### config.mk
export PLATFORM = sky130hd
export DESIGN_NAME = hist_bin_accum_flat
export DESIGN_NICKNAME = d
export VERILOG_FILES = /design/src/rtl/hist_pkg.sv /design/src/rtl/hist_bin_accum_if.sv /design/src/rtl/hist_sat_counter.sv /design/src/rtl/hist_bin_accum.sv /design/src/flat_wrapper.sv
export SDC_FILE = /design/constraint.sdc
export NUM_CORES = 1
export LEC_CHECK = 0
export CAP_MARGIN = 40
export CORE_ASPECT_RATIO = 1.25
export CORE_MARGIN = 5
export CORE_UTILIZATION = 34
export DETAILED_ROUTE_END_ITERATION = 16
export PLACE_DENSITY = 0.63
export SYNTH_ARGS = -nofsm -noshare
export SYNTH_HDL_FRONTEND = slang
export SYNTH_SLANG_ARGS = --single-unit
### constraint.sdc
create_clock -name clk -period 6.8 [get_ports clk]
set_input_delay 1.02 -clock clk [delete_from_list [all_inputs] [get_ports clk]]
set_output_delay 1.02 -clock clk [all_outputs]
set_load 0.1 [all_outputs]
### src/rtl/hist_pkg.sv
// Shared types and constants for the histogram bin accumulator.
// Holds the FSM state encoding, control word bit positions, the read map and the status layout.
package hist_pkg;

  typedef enum logic [1:0] {
    ST_IDLE  = 2'd0,
    ST_RUN   = 2'd1,
    ST_DRAIN = 2'd2
  } state_e;

  localparam int CTRL_START = 0;
  localparam int CTRL_STOP  = 1;
  localparam int CTRL_CLEAR = 2;

  localparam int STATUS_STATE_LSB = 0;
  localparam int STATUS_STATE_W   = 2;

  // Bins occupy addresses 0..num_bins-1; the summary registers follow.
  function automatic int addr_total(int num_bins);
    return num_bins;
  endfunction

  function automatic int addr_err(int num_bins);
    return num_bins + 1;
  endfunction

  function automatic int addr_status(int num_bins);
    return num_bins + 2;
  endfunction

endpackage

### src/rtl/hist_bin_accum_if.sv
// Sample, control-write and read bus of the histogram bin accumulator.
interface hist_bin_accum_if #(
  parameter int NUM_BINS = 3
);
  logic                sample_valid;
  logic [NUM_BINS-1:0] bin_idx_onehot;
  logic                wren_ctrl;
  logic [31:0]         writedata_ctrl;
  logic                rden;
  logic [31:0]         addr_rd;
  logic [31:0]         readdata;
  logic                readvalid;
  logic                done;

  modport master (
    output sample_valid, bin_idx_onehot, wren_ctrl, writedata_ctrl, rden, addr_rd,
    input  readdata, readvalid, done
  );

  modport slave (
    input  sample_valid, bin_idx_onehot, wren_ctrl, writedata_ctrl, rden, addr_rd,
    output readdata, readvalid, done
  );
endinterface

### src/rtl/hist_sat_counter.sv
// Single saturating up-counter with synchronous clear; holds at all-ones instead of wrapping.
module hist_sat_counter #(
  parameter int CNT_W = 32
) (
  input  logic             clk,
  input  logic             rst,
  input  logic             i_inc,
  input  logic             i_clr,
  output logic [CNT_W-1:0] o_cnt
);

  logic [CNT_W-1:0] r_cnt;

  always_ff @(posedge clk) begin
    if (rst || i_clr) begin
      r_cnt <= '0;
    end else if (i_inc && (r_cnt != {CNT_W{1'b1}})) begin
      r_cnt <= r_cnt + 1'b1;
    end
  end

  assign o_cnt = r_cnt;

endmodule

### src/rtl/hist_bin_accum.sv
// Histogram bin accumulator: counts one-hot bin samples per bin, plus total and malformed counts,
// under a start/stop/clear control FSM with a registered memory-mapped readback.
module hist_bin_accum
  import hist_pkg::*;
#(
  parameter int NUM_BINS = 3,
  parameter int CNT_W    = 32
) (
  input  logic            clk,
  input  logic            rst,
  hist_bin_accum_if.slave bus
);

  localparam int NUM_CNT = NUM_BINS + 2;

  state_e              r_state;
  state_e              w_next_state;
  logic                w_done_set;
  logic                r_drain_cnt;
  logic                r_done;
  logic                r_vld_p1;
  logic [NUM_BINS-1:0] r_idx_p1;
  logic [NUM_CNT-1:0]  w_inc;
  logic                w_clr;
  logic                w_onehot;
  logic                w_start;
  logic                w_stop;
  logic [CNT_W-1:0]    w_cnt [NUM_CNT];
  logic [31:0]         w_rd_data;
  logic [31:0]         r_readdata;
  logic                r_readvalid;
  logic                w_unused_ctrl;

  assign w_start       = bus.wren_ctrl && bus.writedata_ctrl[CTRL_START];
  assign w_stop        = bus.wren_ctrl && bus.writedata_ctrl[CTRL_STOP];
  assign w_clr         = bus.wren_ctrl && bus.writedata_ctrl[CTRL_CLEAR] && (r_state == ST_IDLE);
  assign w_unused_ctrl = ^bus.writedata_ctrl[31:3];

  always_ff @(posedge clk) begin
    if (rst) begin
      r_state     <= ST_IDLE;
      r_drain_cnt <= 1'b0;
      r_done      <= 1'b0;
    end else begin
      r_state     <= w_next_state;
      r_drain_cnt <= (r_state == ST_DRAIN);
      r_done      <= w_done_set;
    end
  end

  // Drain lasts two cycles so the last RUN sample has left S1 and landed in its counter.
  always_comb begin
    w_next_state = r_state;
    w_done_set   = 1'b0;
    case (r_state)
      ST_IDLE:  if (w_start && !w_stop) w_next_state = ST_RUN;
      ST_RUN:   if (w_stop) w_next_state = ST_DRAIN;
      ST_DRAIN: begin
        if (r_drain_cnt) begin
          w_next_state = ST_IDLE;
          w_done_set   = 1'b1;
        end
      end
      default:  w_next_state = ST_IDLE;
    endcase
  end

  // S1: capture samples only while running
  always_ff @(posedge clk) begin
    if (rst) begin
      r_vld_p1 <= 1'b0;
    end else begin
      r_vld_p1 <= bus.sample_valid && (r_state == ST_RUN);
    end
    r_idx_p1 <= bus.bin_idx_onehot;
  end

  // S2: counter updates
  always_comb begin
    w_inc    = '0;
    w_onehot = $onehot(r_idx_p1);
    for (int b = 0; b < NUM_BINS; b++) begin
      w_inc[b] = r_vld_p1 && w_onehot && r_idx_p1[b];
    end
    w_inc[addr_total(NUM_BINS)] = r_vld_p1 && w_onehot;
    w_inc[addr_err(NUM_BINS)]   = r_vld_p1 && !w_onehot;
  end

  for (genvar g = 0; g < NUM_CNT; g++) begin : g_cnt
    hist_sat_counter #(.CNT_W(CNT_W)) u_cnt (
      .clk   (clk),
      .rst   (rst),
      .i_inc (w_inc[g]),
      .i_clr (w_clr),
      .o_cnt (w_cnt[g])
    );
  end

  always_comb begin
    w_rd_data = '0;
    for (int k = 0; k < NUM_CNT; k++) begin
      if (bus.addr_rd == 32'(k)) w_rd_data = 32'(w_cnt[k]);
    end
    if (bus.addr_rd == 32'(addr_status(NUM_BINS))) begin
      w_rd_data[STATUS_STATE_LSB +: STATUS_STATE_W] = r_state;
    end
  end

  // Read stage: registered, so a read racing an S2 update sees the pre-update value.
  always_ff @(posedge clk) begin
    if (rst) begin
      r_readvalid <= 1'b0;
      r_readdata  <= '0;
    end else begin
      r_readvalid <= bus.rden;
      if (bus.rden) r_readdata <= w_rd_data;
    end
  end

  assign bus.readdata  = r_readdata;
  assign bus.readvalid = r_readvalid;
  assign bus.done      = r_done;

endmodule

### src/flat_wrapper.sv
// flat-port wrapper written by rule: the top's interface ports become plain ports
module hist_bin_accum_flat import hist_pkg::*;
#(
  parameter int NUM_BINS = 3,
  parameter int CNT_W    = 32
)
  (clk, rst, bus_sample_valid, bus_bin_idx_onehot, bus_wren_ctrl, bus_writedata_ctrl, bus_rden, bus_addr_rd, bus_readdata, bus_readvalid, bus_done);
  hist_bin_accum_if #(.NUM_BINS(NUM_BINS)) bus_i ();
  input  logic clk;
  input  logic rst;
  input wire logic [$bits(bus_i.sample_valid)-1:0] bus_sample_valid;
  input wire logic [$bits(bus_i.bin_idx_onehot)-1:0] bus_bin_idx_onehot;
  input wire logic [$bits(bus_i.wren_ctrl)-1:0] bus_wren_ctrl;
  input wire logic [$bits(bus_i.writedata_ctrl)-1:0] bus_writedata_ctrl;
  input wire logic [$bits(bus_i.rden)-1:0] bus_rden;
  input wire logic [$bits(bus_i.addr_rd)-1:0] bus_addr_rd;
  output wire logic [$bits(bus_i.readdata)-1:0] bus_readdata;
  output wire logic [$bits(bus_i.readvalid)-1:0] bus_readvalid;
  output wire logic [$bits(bus_i.done)-1:0] bus_done;
  assign bus_i.sample_valid = bus_sample_valid;
  assign bus_i.bin_idx_onehot = bus_bin_idx_onehot;
  assign bus_i.wren_ctrl = bus_wren_ctrl;
  assign bus_i.writedata_ctrl = bus_writedata_ctrl;
  assign bus_i.rden = bus_rden;
  assign bus_i.addr_rd = bus_addr_rd;
  assign bus_readdata = bus_i.readdata;
  assign bus_readvalid = bus_i.readvalid;
  assign bus_done = bus_i.done;
  hist_bin_accum #(.NUM_BINS(NUM_BINS), .CNT_W(CNT_W)) u_core (.clk(clk), .rst(rst), .bus(bus_i));
endmodule
==> run metrics <==
status finished, final reports clean; 1st-iter DRT viols 1103; Initial Util 0.345; Core ar. 31900 um2; Hold Path Class register to register; Post-route DRC 0; Synth cell types 60; DIE AREA 36100 um2; Max Freq 318 MHz; largest net degree at the start of global routing 120; Seq/Total Area, Yosys 0.366; crit-path max FO 9; Yosys warnings 0; IO Count 106; final hold vios 0; setup TNS 0 ns; net count after synthesis 1492; PD cells 188 nW/um2; # hold bufs at CTS 0; top post-synthesis cells by area dfxtp_1 37%, o21ai_0 7.6%, a21oi_1 5.5%; nets 1557; FILL cells 3148; CP arrival 3.60 ns; worst slew pin tran 0.828 ns; H-tree levels 1; RSZ-0062 raised after global routing false; Worst path slowest cell a2111o_4; port bufs 76; number of antenna-violating nets in the routed design 0; CP max stage delay 0.64 ns; crit path launch type register; Total GRT Usage 0.183; routed via count 11200; asr flop ratio synth 0; fraction of layout cells with a size suffix above 1 0.0769; clock-pin slew on the worst setup and hold paths 0.06 ns; TritonRoute pass-1 iters 6; Primary FF master, synth dfxtp_1; Period minus WS final 3.15 ns; synthesized area 11000 um2; vias per cell 5.89; Avg Inst Size Synth 7.78 um2; hold slack final 0.452 ns; number of synthesized flops with an enable pin 0; Slew headroom 0.444; Root Buffer clkbuf_16; Yosys top cell by area dfxtp_1; WS Path Type register to register; Setup Buffers After CTS 0; Die H 211 um; worst-case clock skew 0.00978 ns; CP endpoint kind register; DP Wirelength 24500 um; Pwr Total 2.52 mW; area delta synth->final 21.8%; critical path required time 7.25 ns; GP Congestion 0.876; post-layout util 0.420; CTS tree built; total gr overflow 0; #FFs+latches synth 201; final WL 34100 um; Longest Clk Path Bufs 3; Leak 4.35 nW; period utilization 0.463; Final setup viols 0; die width 171 um; ant diodes 0; max_cap viols 0; Core Rows 73; first-pass GRT wire length 54900 um; Routed WL per cell 17.9 um; Synth top area share 0.366; post-CTS resize count 0; Slew Limit Fails 0; antenna violations before repair 0; latest clock arrival within the worst-skew pair 0.51 ns; crit-path cells inv_1 > fa_1 > nand2b_1 > nand3_1 > a2111o_4 > or4_1 > nand2_1; total CTS buffers 23; VDD IR max 0.139 mV; vias in the first global route 10300; clock sinks 201; synthesized instance count 1414
where the power goes:
part,total (mW),switching (mW),internal [mW]
Clock,1.20,0.499,0.703
Combinational,0.136,0.0881,0.0475
Sequential,1.18,0.00337,1.18
cells in the final DEF (no fill, tap or decap), types with 7 or more instances in the layout:
master and instances:
a21oi_1 120, and2_1 16, and3_1 26, and4_1 24
buf_4 10, buf_8 31, clkbuf_16 23, clkdlybuf4s50_1 73
clkinv_2 7, dfxtp_1 201, inv_1 10, mux2i_1 39
nand2_1 159, nand2b_1 11, nand3_1 76, nand4_1 45
nor2_1 101, nor3_1 10, nor4_1 15, o211ai_1 23
o21ai_0 168, o31ai_1 67, or3_1 79, or4_1 52
worst max-delay path: cells and delay by family, from the launching register on:
| family | cells | cell delay [ns] |
|---|---|---|
| AO/OA/AOI/OAI | 1 | 0.64 |
| adder cells (fa/ha/maj) | 1 | 0.63 |
| buffers and inverters | 1 | 0.08 |
| flip-flops | 1 | 0.40 |
| AND/OR/NAND/NOR | 4 | 1.32 |
cell usage after synthesis, types with 16 or more instances:
library cell / instances
o21ai_0: 168
nor2_1: 102
and3_1: 26
dfxtp_1: 201
o211ai_1: 23
o31ai_1: 67
nand4_1: 45
clkbuf_1: 64
or3_1: 79
or4_1: 52
mux2i_1: 39
nand3_1: 76
and4_1: 24
and2_1: 16
a21oi_1: 120
nand2_1: 159
layer usage:
metal  wire length (um)  part of all wire  global-route usage
met5                  0                 0                   0
met4                970             0.028              0.0596
met3               1480             0.043              0.0204
met2              16700              0.49               0.311
met1              15000              0.44               0.243
state kept, by name (all words and copies together), names as in the netlist:
signal and count:
u_core.bus.readvalid 1, u_core.bus.readdata 32, u_core.r_vld_p1 1, u_core.r_idx_p1 3, u_core.bus.done 1, u_core.g_cnt.u_cnt.o_cnt 160, u_core.r_drain_cnt 1, u_core.r_state 2
layout make-up:
cell class | instances | area [um2] | share of cell area
multi-input cells | 1118 | 6610 | 0.493
flip-flops and latches | 201 | 4020 | 0.300
repair buffers | 125 | 1490 | 0.111
clock buffers | 33 | 653 | 0.0488
well taps | 412 | 515 | 0.0385
clock inverters | 8 | 65.1 | 0.00486
inverters | 10 | 37.5 | 0.00280
worst paths after layout:
check	startpoint	end	slack, ns	cells after the start
setup / recovery	u_core.r_idx_p1[0]$_DFF_P_	u_core.g_cnt[4].u_cnt.o_cnt[31]$_SDFFE_PP0P_	3.65	7
hold / removal	u_core.bus.readdata[8]$_SDFFE_PP0P_	u_core.bus.readdata[8]$_SDFFE_PP0P_	0.45	2
setup reg to reg	u_core.r_idx_p1[0]$_DFF_P_	u_core.g_cnt[4].u_cnt.o_cnt[31]$_SDFFE_PP0P_	3.65	7
hold reg to reg	u_core.bus.readdata[8]$_SDFFE_PP0P_	u_core.bus.readdata[8]$_SDFFE_PP0P_	0.45	2
cells by family (layout without fill, tap and decap cells):
group / count (synthesis) / after routing / share of synthesized area
xor gates and xnor gates: 8 / 8 / 0.00637
AOI/OAI and AO/OA: 417 / 417 / 0.224
muxes: 41 / 41 / 0.0396
DFF: 201 / 201 / 0.366
buffers and inverters: 95 / 176 / 0.0358
adders and majority gates: 6 / 6 / 0.00751
and+or+nand+nor: 646 / 646 / 0.321
metrics by stage:
stage	instances	setup WS (ns)	cell area, um2
detailed placement	1866	3.54	12700
global placement	1826	3.25	12000
finish	1907	3.65	13400
global route	1907	3.49	13400
floorplan	1414	4.36	11000
CTS	1907	3.72	13400
Note: power is estimated with default switching activity, not from simulation.
